==> src/rtl/alu_arbiter_if.sv <==
// alu_arbiter_if: requester-side request/response bundle of alu_arbiter
interface alu_arbiter_if #(
  parameter int NUM_REQ = 4,
  parameter int WIDTH = 16
);
  logic [NUM_REQ-1:0] req_valid;
  logic [NUM_REQ-1:0] req_ready;
  logic [NUM_REQ-1:0] rsp_valid;
  logic [NUM_REQ*WIDTH-1:0] req_a;
  logic [NUM_REQ*WIDTH-1:0] req_b;
  logic [NUM_REQ*4-1:0] req_fun;
  logic [WIDTH-1:0] rsp_data;
  logic rsp_err;
  modport master (
    output req_valid, req_a, req_b, req_fun,
    input req_ready, rsp_valid, rsp_data, rsp_err
  );
  modport slave (
    input req_valid, req_a, req_b, req_fun,
    output req_ready, rsp_valid, rsp_data, rsp_err
  );
endinterface

==> src/rtl/alu_arbiter.sv <==
// alu_arbiter: round-robin sequencer sharing one ALU among NUM_REQ requesters.
// Defining ALU_ARB_TIMEOUT_EN adds a WAIT-state timeout that aborts with rsp_err.
module alu_arbiter #(
  parameter int NUM_REQ = 4,
  parameter int WIDTH = 16,
  parameter int TIMEOUT = 15
) (
  input logic clk,
  input logic RST,
  alu_arbiter_if.slave bus,
  output logic busy,
  output logic [WIDTH-1:0] alu_a,
  output logic [WIDTH-1:0] alu_b,
  output logic [3:0] alu_fun,
  output logic alu_enable,
  input logic [WIDTH-1:0] alu_out,
  input logic alu_out_valid
);
  localparam int IW = $clog2(NUM_REQ);
  typedef enum logic [1:0] {IDLE, ISSUE, WAIT, RESP} state_t;
  state_t state;
  logic [IW-1:0] ptr, owner, gnt, idx;
  logic found;
  logic [WIDTH-1:0] sel_a, sel_b;
  logic [3:0] sel_fun;
  logic [NUM_REQ-1:0] own_oh;
  // first set request bit searching upward from ptr+1, wrapping
  always_comb begin
    gnt = ptr;
    idx = '0;
    found = 1'b0;
    for (int k = 1; k <= NUM_REQ; k++) begin
      idx = IW'((int'(ptr) + k) % NUM_REQ);
      if (!found && bus.req_valid[idx]) begin
        found = 1'b1;
        gnt = idx;
      end
    end
  end
  always_comb begin
    sel_a = '0;
    sel_b = '0;
    sel_fun = '0;
    for (int i = 0; i < NUM_REQ; i++)
      if (IW'(i) == gnt) begin
        sel_a = bus.req_a[i*WIDTH +: WIDTH];
        sel_b = bus.req_b[i*WIDTH +: WIDTH];
        sel_fun = bus.req_fun[i*4 +: 4];
      end
  end
  assign own_oh = {{(NUM_REQ-1){1'b0}}, 1'b1} << owner;
  assign bus.req_ready = (state == IDLE && found && !RST) ? {{(NUM_REQ-1){1'b0}}, 1'b1} << gnt : '0;
  assign busy = state != IDLE;
`ifdef ALU_ARB_TIMEOUT_EN
  localparam int CW = $clog2(TIMEOUT + 1);
  logic [CW-1:0] cnt;
  logic err, expired;
  assign expired = cnt == CW'(TIMEOUT - 1);
  assign bus.rsp_err = err;
`else
  assign bus.rsp_err = 1'b0;
`endif
  always_ff @(posedge clk or posedge RST)
    if (RST) begin
      state <= IDLE;
      ptr <= IW'(NUM_REQ - 1);
      owner <= '0;
      alu_a <= '0;
      alu_b <= '0;
      alu_fun <= '0;
      alu_enable <= 1'b0;
      bus.rsp_valid <= '0;
      bus.rsp_data <= '0;
`ifdef ALU_ARB_TIMEOUT_EN
      cnt <= '0;
      err <= 1'b0;
`endif
    end else begin
      alu_enable <= 1'b0;
      bus.rsp_valid <= '0;
      case (state)
        IDLE:
          if (found) begin
            alu_a <= sel_a;
            alu_b <= sel_b;
            alu_fun <= sel_fun;
            owner <= gnt;
            alu_enable <= 1'b1;
            state <= ISSUE;
          end
        ISSUE: begin
          state <= WAIT;
`ifdef ALU_ARB_TIMEOUT_EN
          cnt <= '0;
`endif
        end
        WAIT:
          if (alu_out_valid) begin
            bus.rsp_data <= alu_out;
            bus.rsp_valid <= own_oh;
            state <= RESP;
`ifdef ALU_ARB_TIMEOUT_EN
            err <= 1'b0;
          end else if (expired) begin
            bus.rsp_data <= '0;
            bus.rsp_valid <= own_oh;
            err <= 1'b1;
            state <= RESP;
          end else begin
            cnt <= cnt + 1'b1;
`endif
          end
        default: begin
          ptr <= owner;
          state <= IDLE;
        end
      endcase
    end
endmodule
==> src/flat_wrapper.sv <==
// flat-port wrapper written by rule: the top's interface ports become plain ports
module alu_arbiter_flat 
#(
  parameter int NUM_REQ = 4,
  parameter int WIDTH = 16,
  parameter int TIMEOUT = 15
)
  (clk, RST, busy, alu_a, alu_b, alu_fun, alu_enable, alu_out, alu_out_valid, bus_req_valid, bus_req_a, bus_req_b, bus_req_fun, bus_req_ready, bus_rsp_valid, bus_rsp_data, bus_rsp_err);
  alu_arbiter_if #(.NUM_REQ(NUM_REQ), .WIDTH(WIDTH)) bus_i ();
  input logic clk;
  input logic RST;
  output logic busy;
  output logic [WIDTH-1:0] alu_a;
  output logic [WIDTH-1:0] alu_b;
  output logic [3:0] alu_fun;
  output logic alu_enable;
  input logic [WIDTH-1:0] alu_out;
  input logic alu_out_valid;
  input wire logic [$bits(bus_i.req_valid)-1:0] bus_req_valid;
  input wire logic [$bits(bus_i.req_a)-1:0] bus_req_a;
  input wire logic [$bits(bus_i.req_b)-1:0] bus_req_b;
  input wire logic [$bits(bus_i.req_fun)-1:0] bus_req_fun;
  output wire logic [$bits(bus_i.req_ready)-1:0] bus_req_ready;
  output wire logic [$bits(bus_i.rsp_valid)-1:0] bus_rsp_valid;
  output wire logic [$bits(bus_i.rsp_data)-1:0] bus_rsp_data;
  output wire logic [$bits(bus_i.rsp_err)-1:0] bus_rsp_err;
  assign bus_i.req_valid = bus_req_valid;
  assign bus_i.req_a = bus_req_a;
  assign bus_i.req_b = bus_req_b;
  assign bus_i.req_fun = bus_req_fun;
  assign bus_req_ready = bus_i.req_ready;
  assign bus_rsp_valid = bus_i.rsp_valid;
  assign bus_rsp_data = bus_i.rsp_data;
  assign bus_rsp_err = bus_i.rsp_err;
  alu_arbiter #(.NUM_REQ(NUM_REQ), .WIDTH(WIDTH), .TIMEOUT(TIMEOUT)) u_core (.clk(clk), .RST(RST), .bus(bus_i), .busy(busy), .alu_a(alu_a), .alu_b(alu_b), .alu_fun(alu_fun), .alu_enable(alu_enable), .alu_out(alu_out), .alu_out_valid(alu_out_valid));
endmodule
==> config.mk <==
export PLATFORM = sky130hd
export DESIGN_NAME = alu_arbiter_flat
export DESIGN_NICKNAME = d
export VERILOG_FILES = /design/src/rtl/alu_arbiter_if.sv /design/src/rtl/alu_arbiter.sv /design/src/flat_wrapper.sv
export SDC_FILE = /design/constraint.sdc
export NUM_CORES = 1
export LEC_CHECK = 0
export CAP_MARGIN = 20
export CORE_MARGIN = 2
export CORE_UTILIZATION = 25
export DETAILED_ROUTE_END_ITERATION = 6
export DONT_BUFFER_PORTS = 1
export GPL_ROUTABILITY_DRIVEN = 1
export RECOVER_POWER = 100
export SLEW_MARGIN = 20
export SYNTH_ARGS = -nofsm -noshare
export SYNTH_HDL_FRONTEND = slang
export SYNTH_SLANG_ARGS = --single-unit
==> constraint.sdc <==
create_clock -name clk -period 1.75 [get_ports clk]
set_input_delay 0.175 -clock clk [delete_from_list [all_inputs] [get_ports clk]]
set_output_delay 0.175 -clock clk [all_outputs]
set_load 0.005 [all_outputs]
==> impl_results.rst, run 1 <==
.. list-table::
   :header-rows: 1

   * - Metric
     - Value
   * - Outcome
     - finished with violations
   * - Violated checks
     - negative setup slack
   * - Final worst hold slack
     - 0.0503 ns
   * - Number of ports placed on the die boundary
     - 230
   * - Layout cells sized above 1
     - 30.7%
   * - Routed len/inst
     - 20.9 um
   * - Clock tree skew after final layout
     - 0.00933 ns
   * - Max FO, Critical Path
     - 7
   * - Average cell area after synthesis
     - 10.9 um^2
   * - Post-Route Setup TNS
     - -5.63 ns
   * - HPWL after DPL
     - 6.95 mm
   * - Cell Area, Synth
     - 0.00332 mm^2
   * - Maximum level of the CTS H-tree
     - 3
   * - Worst setup EP type
     - flip-flop
   * - Vias
     - 2,851
   * - Remaining Overflow, GRT
     - 0
   * - Clock latency reported for the late side of the worst-skew pair
     - 0.34 ns
   * - Maximum clock path buffer count
     - 2
   * - Static leakage power
     - 2.01 nW
   * - Synth-to-layout area growth
     - 40.5%
   * - Worst slack at placement
     - -0.413 ns
   * - Maximum number of pins on one net before global-route repair
     - 37
   * - Actual transition at the worst max-transition pin
     - 0.922 ns
   * - Number of max-capacitance violations reported
     - 0
   * - Number of non-filler instances in the completed layout
     - 531
   * - PortBufs
     - 0
   * - Wire length reported by the detailed router
     - 11.1 mm
   * - Hold Path Class
     - primary input to flip-flop
   * - Core box area
     - 0.0131 mm^2
   * - Share of the core filled with cells in the final layout
     - 35.6%
   * - Worst EP required
     - 1.95 ns
   * - Mapped Nets
     - 475
   * - Area after detailed placement
     - 0.00370 mm^2
   * - Least setup slack across all paths after layout
     - -0.200 ns
   * - Share of the clock period used by the worst path after layout
     - 111%
   * - Parity-gate share of the synthesized area counting xor and xnor cells
     - 0%
   * - Worst-path clk slew
     - 0.06 ns
   * - VDD IR-drop max
     - 0.000788 V
   * - Final instance area
     - 0.00466 mm^2
   * - Post-synthesis sequential area ratio
     - 47.6%
   * - Total GRT Usage
     - 15.1%
   * - Initial detailed-routing violation count
     - 134
   * - Rows
     - 42
   * - Worst Path Class, Setup
     - flip-flop to flip-flop
   * - Basic-gate share of the synthesized area counting and, or, nand and nor cells
     - 9.28%
   * - Clock root cell
     - sky130_fd_sc_hd__clkbuf_16
   * - Pre-Repair DR Iteration Count
     - 4
   * - Number of CTS-inserted buffers
     - 9
   * - Global-route wire length before repair
     - 16.1 mm
   * - Via/cell ratio
     - 5.37
   * - Placer's final routability congestion estimate
     - 0.725
   * - Synth top area share
     - 46.0%
   * - Arrival time at the worst endpoint
     - 2.15 ns
   * - Power density relative to cell area
     - 2050 mW/mm^2
   * - Area leader, netlist
     - sky130_fd_sc_hd__dfrtp_1
   * - RSZ-0062 raised after global routing
     - yes
   * - Main combinational cell family by area after synthesis
     - compound AO/OA/AOI/OAI gates
   * - Floorplan die height
     - 119 um
   * - Multiplexer share of the synthesized area
     - 17.0%
   * - Number of remaining DRC errors
     - 0
   * - Initial antenna violation count
     - 0
   * - Worst-case headroom to the max-slew limit
     - 38.5%
   * - Main area contributors after synthesis
     - sky130_fd_sc_hd__dfrtp_1 46%, sky130_fd_sc_hd__mux2i_1 11%, sky130_fd_sc_hd__o221ai_1 9.5%
   * - Sinks on the clock net
     - 63
   * - Peak Freq
     - 513 MHz
   * - Number of global-route vias before repair
     - 2,911
   * - Final count of hold timing violations
     - 0
   * - Starting Density
     - 25.4%
   * - Gate Count Post-Synth
     - 305
   * - Number of distinct library cells after synthesis
     - 34
   * - Adder-cell share of the synthesized area
     - 1.13%
   * - Power after layout
     - 9.54 mW
   * - Inst Count DP
     - 477
   * - Kind of start point of the critical path
     - flip-flop
   * - Number of storage elements in the synthesis netlist
     - 63
   * - Complex-gate fraction of the synthesized area
     - 20.5%
   * - Final net count
     - 520
   * - Final setup vio count
     - 40
   * - Time the final worst path needs with I/O delays and setup
     - 1.95 ns
   * - Ys Warns
     - 0
   * - Max-slew violation count
     - 0
   * - Final antenna diode count
     - 0
   * - Die span in x
     - 119 um
   * - Area enclosed by the die boundary
     - 0.0142 mm^2
   * - TritonCTS clock tree
     - done
   * - Antenna viol nets, final
     - 0
layout by cell type (no fill, tap or decap), types with 2 or more instances in the layout:
cell type and count:
sky130_fd_sc_hd__dfrtp_1 61, sky130_fd_sc_hd__nand2_1 42, sky130_fd_sc_hd__o221ai_1 34, sky130_fd_sc_hd__a22oi_1 33, sky130_fd_sc_hd__mux2i_1 30, sky130_fd_sc_hd__buf_4 19
sky130_fd_sc_hd__mux2_2 18, sky130_fd_sc_hd__dlygate4sd3_1 17, sky130_fd_sc_hd__clkbuf_16 9, sky130_fd_sc_hd__buf_12 8, sky130_fd_sc_hd__buf_6 7, sky130_fd_sc_hd__nor2_1 4
sky130_fd_sc_hd__inv_1 4, sky130_fd_sc_hd__nor4b_4 3, sky130_fd_sc_hd__clkinvlp_4 3, sky130_fd_sc_hd__mux2i_4 3, sky130_fd_sc_hd__a22oi_2 3, sky130_fd_sc_hd__mux2i_2 3
sky130_fd_sc_hd__ha_1 3, sky130_fd_sc_hd__clkbuf_2 3, sky130_fd_sc_hd__nand2b_4 2, sky130_fd_sc_hd__nand2_4 2, sky130_fd_sc_hd__nor2_4 2, sky130_fd_sc_hd__nand2b_1 2
sky130_fd_sc_hd__nor3b_1 2, sky130_fd_sc_hd__nor3_4 2, sky130_fd_sc_hd__o221ai_2 2, sky130_fd_sc_hd__bufinv_16 2, sky130_fd_sc_hd__clkinv_4 2, sky130_fd_sc_hd__buf_16 2
sky130_fd_sc_hd__dfstp_2 2
layer usage:
layer  wire (um)  vias to the layer above  share of wire (%)  global-route usage [%]
met2        5850                      130                 53                    27.2
li1            -                     1261                  -                       -
met3         561                       14                5.0                    2.68
met4         219                        0                2.0                    6.77
met1        4480                     1446                 40                    17.3
met5           0                        -                  0                       0
worst paths after layout:
path | end | slack, ns | from | cells past startpoint
max | u_core.alu_a[15] | -0.20 | u_core.ptr[0] | 8
min | u_core.bus.rsp_valid[3] | 0.05 | alu_out_valid | 1
max reg2reg | u_core.alu_a[15] | -0.20 | u_core.ptr[0] | 8
min reg2reg | u_core.bus.rsp_valid[2] | 0.54 | u_core.owner[0] | 1
max in group asynchronous | u_core.alu_b[6] | 0.58 | RST | 3
min in group asynchronous | u_core.alu_a[3] | 0.48 | RST | 3
state kept, by name, summed over array words and instances, names as in the netlist:
signal                cells
u_core.alu_a             16
u_core.alu_b             16
u_core.bus.rsp_data      16
u_core.alu_fun            4
u_core.bus.rsp_valid      4
u_core.owner              2
u_core.ptr                2
u_core.state              2
u_core.alu_enable         1
worst max-delay path: stages (launching register included):
cell                       delay (ns)
sky130_fd_sc_hd__dfstp_2         0.56
sky130_fd_sc_hd__nand2b_4        0.15
sky130_fd_sc_hd__o21ai_4         0.07
sky130_fd_sc_hd__a211oi_4        0.28
sky130_fd_sc_hd__buf_6           0.17
sky130_fd_sc_hd__buf_12          0.11
sky130_fd_sc_hd__buf_12          0.14
sky130_fd_sc_hd__mux2i_2         0.21
sky130_fd_sc_hd__a22oi_1         0.12
kinds of logic after synthesis:
group	after synthesis
other cells	1
flops	63
fa+ha+maj	3
compound gates	85
mux	54
simple gates	67
buf+inv	32
power breakdown:
group	switching (mW)	internal, mW	total, mW
clock	0.697	1.25	1.95
sequential	0.616	2.22	2.84
combinational	2.39	2.37	4.76
cell usage after synthesis, drive strengths merged:
master / count
and4: 1
o21ai: 3
dfrtp: 61
a22o: 1
nand2: 44
o221ai: 36
ha: 3
buf: 12
nor3: 3
nand2b: 4
nor4b: 3
nor4: 2
nand3b: 1
mux2: 18
a31oi: 1
inv: 7
clkbuf: 13
a21oi: 3
mux2i: 36
dfstp: 2
nor3b: 3
a21boi: 2
a211oi: 1
a22oi: 36
nor2b: 1
nor2: 5
o22ai: 2
conb: 1
final cells by class:
cell class / count / area [um^2]
inverters: 7 / 32.5
repair buffers: 58 / 641
clock buffers: 9 / 225
clock inverters: 7 / 97.6
well taps: 176 / 220
fillers: 1260 / 8420
flip-flops and latches: 63 / 1580
multi-input cells: 211 / 1870
timing repair:
action                                 4_1_cts  5_1_grt
pin swaps                                   20       19
resized for setup                           44       14
setup endpoints to repair                   40       41
gates cloned                                 4        0
endpoints found under the hold margin       77        0
hold buffers                                17        0
buffers inserted                            18        2
(Power assumes the default switching activity.)
==> run 2: changes to the inputs <==
--- a/config.mk
+++ b/config.mk
@@ -12,6 +12,7 @@
 export DONT_BUFFER_PORTS = 1
 export GPL_ROUTABILITY_DRIVEN = 1
 export RECOVER_POWER = 100
+export SETUP_SLACK_MARGIN = 0.3
 export SLEW_MARGIN = 20
 export SYNTH_ARGS = -nofsm -noshare
 export SYNTH_HDL_FRONTEND = slang
==> constraint.sdc (replaced) <==
create_clock -name clk -period 1.6 [get_ports clk]
set_input_delay 0.16 -clock clk [delete_from_list [all_inputs] [get_ports clk]]
set_output_delay 0.16 -clock clk [all_outputs]
set_load 0.005 [all_outputs]
==> run 2 against run 1 <==
  * The run still ends with negative setup slack left
  * Setup slack got worse by 0.19 ns
  * Hold slack worse by 0.030 ns
  * Largest cell class unchanged
  * First-iteration DRC count fell by 23%
  * Highest routed layer unchanged
  * Clock power down 11%
  * Die area unchanged
  * Sequential power is 9.9% higher
  * Cell count up 3.0%
  * Sequential share of layout area fell by 1.8 points
  * Sequential cell count did not move
==> impl_results.rst, run 2 (same netlist as run 1, synthesis figures left out) <==
.. list-table::
   :header-rows: 1

   * - Metric
     - Value
   * - Clock root cell
     - sky130_fd_sc_hd__clkbuf_16
   * - Clock latency reported for the late side of the worst-skew pair
     - 0.33 ns (about the same)
   * - Peak Freq
     - 504 MHz
   * - Power after layout
     - 10.7 mW (+12%)
   * - Final worst hold slack
     - 0.0199 ns (-0.0304 ns)
   * - Internal power of the cells
     - 6.53 mW (+12%)
   * - Worst setup EP type
     - output pin
   * - Number of remaining DRC errors
     - 0 (unchanged)
   * - Maximum level of the CTS H-tree
     - 3 (unchanged)
   * - Most frequent standard cell in the layout excluding fill and tap cells
     - sky130_fd_sc_hd__dfrtp_1
   * - Via/cell ratio
     - 5.38 (+0.21%)
   * - Share of the clock period used by the worst path after layout
     - 124%
   * - Placer's final routability congestion estimate
     - 0.804 (+11%)
   * - Floorplan die height
     - 119 um (unchanged)
   * - Wire length reported by the detailed router
     - 12.5 mm (+12%)
   * - Maximum clock path buffer count
     - 2 (unchanged)
   * - Clock tree skew after final layout
     - 0.00541 ns (-0.00391 ns)
   * - Remaining Overflow, GRT
     - 0 (unchanged)
   * - Power spent charging and discharging nets
     - 4.17 mW (+13%)
   * - Fraction of met1 tracks used by global routing
     - 17.8% (+0.48 points)
   * - HPWL after DPL
     - 7.66 mm (+10%)
   * - Worst-case headroom to the max-slew limit
     - 35.7% (-2.8 points)
   * - Switching power share of the total
     - 39.0% (+0.16 points)
   * - Total GRT Usage
     - 16.4% (+1.3 points)
   * - Worst EP required
     - 1.44 ns (-0.51 ns)
   * - Arrival time at the worst endpoint
     - 1.83 ns (-0.32 ns)
   * - Area after detailed placement
     - 0.00376 mm^2 (+1.9%)
   * - Global Route met3 Usage
     - 5.32% (+2.6 points)
   * - Max FO, Critical Path
     - 6 (-1)
   * - Power density relative to cell area
     - 2170 mW/mm^2 (+6.1%)
   * - Static leakage power
     - 2.21 nW (+10%)
   * - Final antenna diode count
     - 0 (unchanged)
   * - Outcome
     - finished with violations
   * - Least setup slack across all paths after layout
     - -0.386 ns (-0.186 ns)
   * - Sinks on the clock net
     - 63 (unchanged)
   * - Area enclosed by the die boundary
     - 0.0142 mm^2 (unchanged)
   * - RSZ-0062 raised after global routing
     - yes
   * - Portion of total power attributed to combinational logic
     - 54.6% (+4.7 points)
   * - Number of global-route vias before repair
     - 3,123 (+7.3%)
   * - Number of max-capacitance violations reported
     - 0 (unchanged)
   * - Hold Path Class
     - primary input to flip-flop
   * - Number of ports placed on the die boundary
     - 230 (unchanged)
   * - Routed len/inst
     - 22.8 um (+8.8%)
   * - Pre-Repair DR Iteration Count
     - 4 (unchanged)
   * - Final setup vio count
     - 57 (+43%)
   * - Vias
     - 2,943 (+3.2%)
   * - Most used cells in the layout excluding fill and tap cells
     - 61 x sky130_fd_sc_hd__dfrtp_1, 41 x sky130_fd_sc_hd__nand2_1, 35 x sky130_fd_sc_hd__o221ai_1, 35 x sky130_fd_sc_hd__a22oi_1, 30 x sky130_fd_sc_hd__mux2i_1
   * - Worst Path Class, Setup
     - flip-flop to output pin
   * - Layout cells sized above 1
     - 35.3% (+4.6 points)
   * - Max-slew violation count
     - 0 (unchanged)
   * - Biggest registers after layout
     - u_core.alu_a: 16 flops, u_core.alu_b: 16 flops, u_core.bus.rsp_data: 16 flops
   * - Number of CTS-inserted buffers
     - 9 (unchanged)
   * - Die span in x
     - 119 um (unchanged)
   * - Sequential power share
     - 29.2% (-0.5 points)
   * - VDD IR-drop max
     - 0.000763 V (-3.2%)
   * - Routing layer with the top usage in global route
     - met2
   * - Initial detailed-routing violation count
     - 103 (-23%)
   * - Actual transition at the worst max-transition pin
     - 0.960 ns (+0.0371 ns)
   * - Core box area
     - 0.0131 mm^2 (unchanged)
   * - Synth-to-layout area growth
     - 48.6%
   * - Met2 usage in global routing
     - 28.8% (+1.7 points)
   * - Depth of the most critical reg-to-reg path
     - 9 (+1)
   * - Starting Density
     - 25.4% (unchanged)
   * - Initial antenna violation count
     - 0 (unchanged)
   * - Time the final worst path needs with I/O delays and setup
     - 1.99 ns
   * - Inst Count DP
     - 479 (+0.42%)
   * - Number of cells on the worst hold path
     - 1 (unchanged)
   * - Part of the total power dissipated in the clock network
     - 16.3% (-4.1 points)
   * - Rows
     - 42 (unchanged)
   * - Final instance area
     - 0.00493 mm^2 (+5.7%)
   * - Global-route wire length before repair
     - 17.4 mm (+8.6%)
   * - Antenna viol nets, final
     - 0 (unchanged)
   * - Number of non-filler instances in the completed layout
     - 547 (+3.0%)
   * - Maximum number of pins on one net before global-route repair
     - 41 (+11%)
   * - Worst-path clk slew
     - 0.05 ns (about the same)
   * - Final net count
     - 536 (+3.1%)
   * - TritonCTS clock tree
     - done
   * - PortBufs
     - 0 (unchanged)
   * - Kind of start point of the critical path
     - flip-flop
   * - Violated checks
     - negative setup slack
   * - Final count of hold timing violations
     - 0 (unchanged)
==> run 2: power by group through the flow <==
stage	registers (mW)	logic, mW	clock network [mW]
finish	3.12	5.84	1.74
global route	3.22	6.30	1.89
CTS	3.12	5.15	1.80
detailed placement	3.11	4.07	0
global placement	3.08	3.88	0
floorplan	2.89	2.98	0
==> run 2: timing repair <==
item,in CTS,in global routing
hold buffers,17,0
setup buffers,17,12
pin swaps,12,12
resized for setup,58,27
endpoints found under the setup margin,61,64
endpoints found under the hold margin,31,0
gates cloned,3,3
==> run 2: layout make-up <==
| cell class | instances | area (um^2) |
|---|---|---|
| flip-flops and latches | 63 | 1580 |
| repair buffers | 74 | 877 |
| clock buffers | 12 | 236 |
| well taps | 176 | 220 |
| multi-input cells | 211 | 1960 |
| clock inverters | 4 | 22.5 |
| inverters | 7 | 30.0 |
| fillers | 1252 | 8160 |
==> run 2: path summary, 6_finish.rpt <==
path	start	to	slack, ns
worst max-delay path	u_core.ptr[0]	bus_req_ready[0]	-0.39
worst min-delay path	alu_out_valid	u_core.bus.rsp_valid[3]	0.02
worst min register to register	u_core.bus.rsp_data[8]	u_core.bus.rsp_data[8]	0.54
max in group asynchronous	RST	u_core.alu_a[14]	0.23
min in group asynchronous	RST	u_core.state[1]	0.47
worst max register to register	u_core.ptr[0]	u_core.alu_a[14]	-0.36
==> run 2: layer usage <==
metal	wire length, um	vias up	part of all wire (%)
met5	0	-	0
met4	276	0	2.2
met3	917	21	7.4
met2	6620	169	53
met1	4640	1454	37
li1	-	1299	-
==> run 2: stage by stage <==
stage / worst slack, ns / TNS, ns / util [%]
finish: -0.386 / -15.51 / 37.7
global route: -0.451 / -19.81 / 37.7
CTS: -0.443 / -13.92 / 35.8
detailed placement: -0.465 / -15.80 / 28.8
global placement: -0.402 / -13.99 / 28.8
floorplan: -0.116 / -3.54 / -
==> run 2: critical path, cell delays in order, from the launching register on <==
cell	delay, ns
sky130_fd_sc_hd__dfstp_2	0.54
sky130_fd_sc_hd__buf_6	0.11
sky130_fd_sc_hd__nand2b_4	0.14
sky130_fd_sc_hd__o21ai_4	0.06
sky130_fd_sc_hd__a211oi_4	0.25
sky130_fd_sc_hd__buf_6	0.15
sky130_fd_sc_hd__nor4b_4	0.24
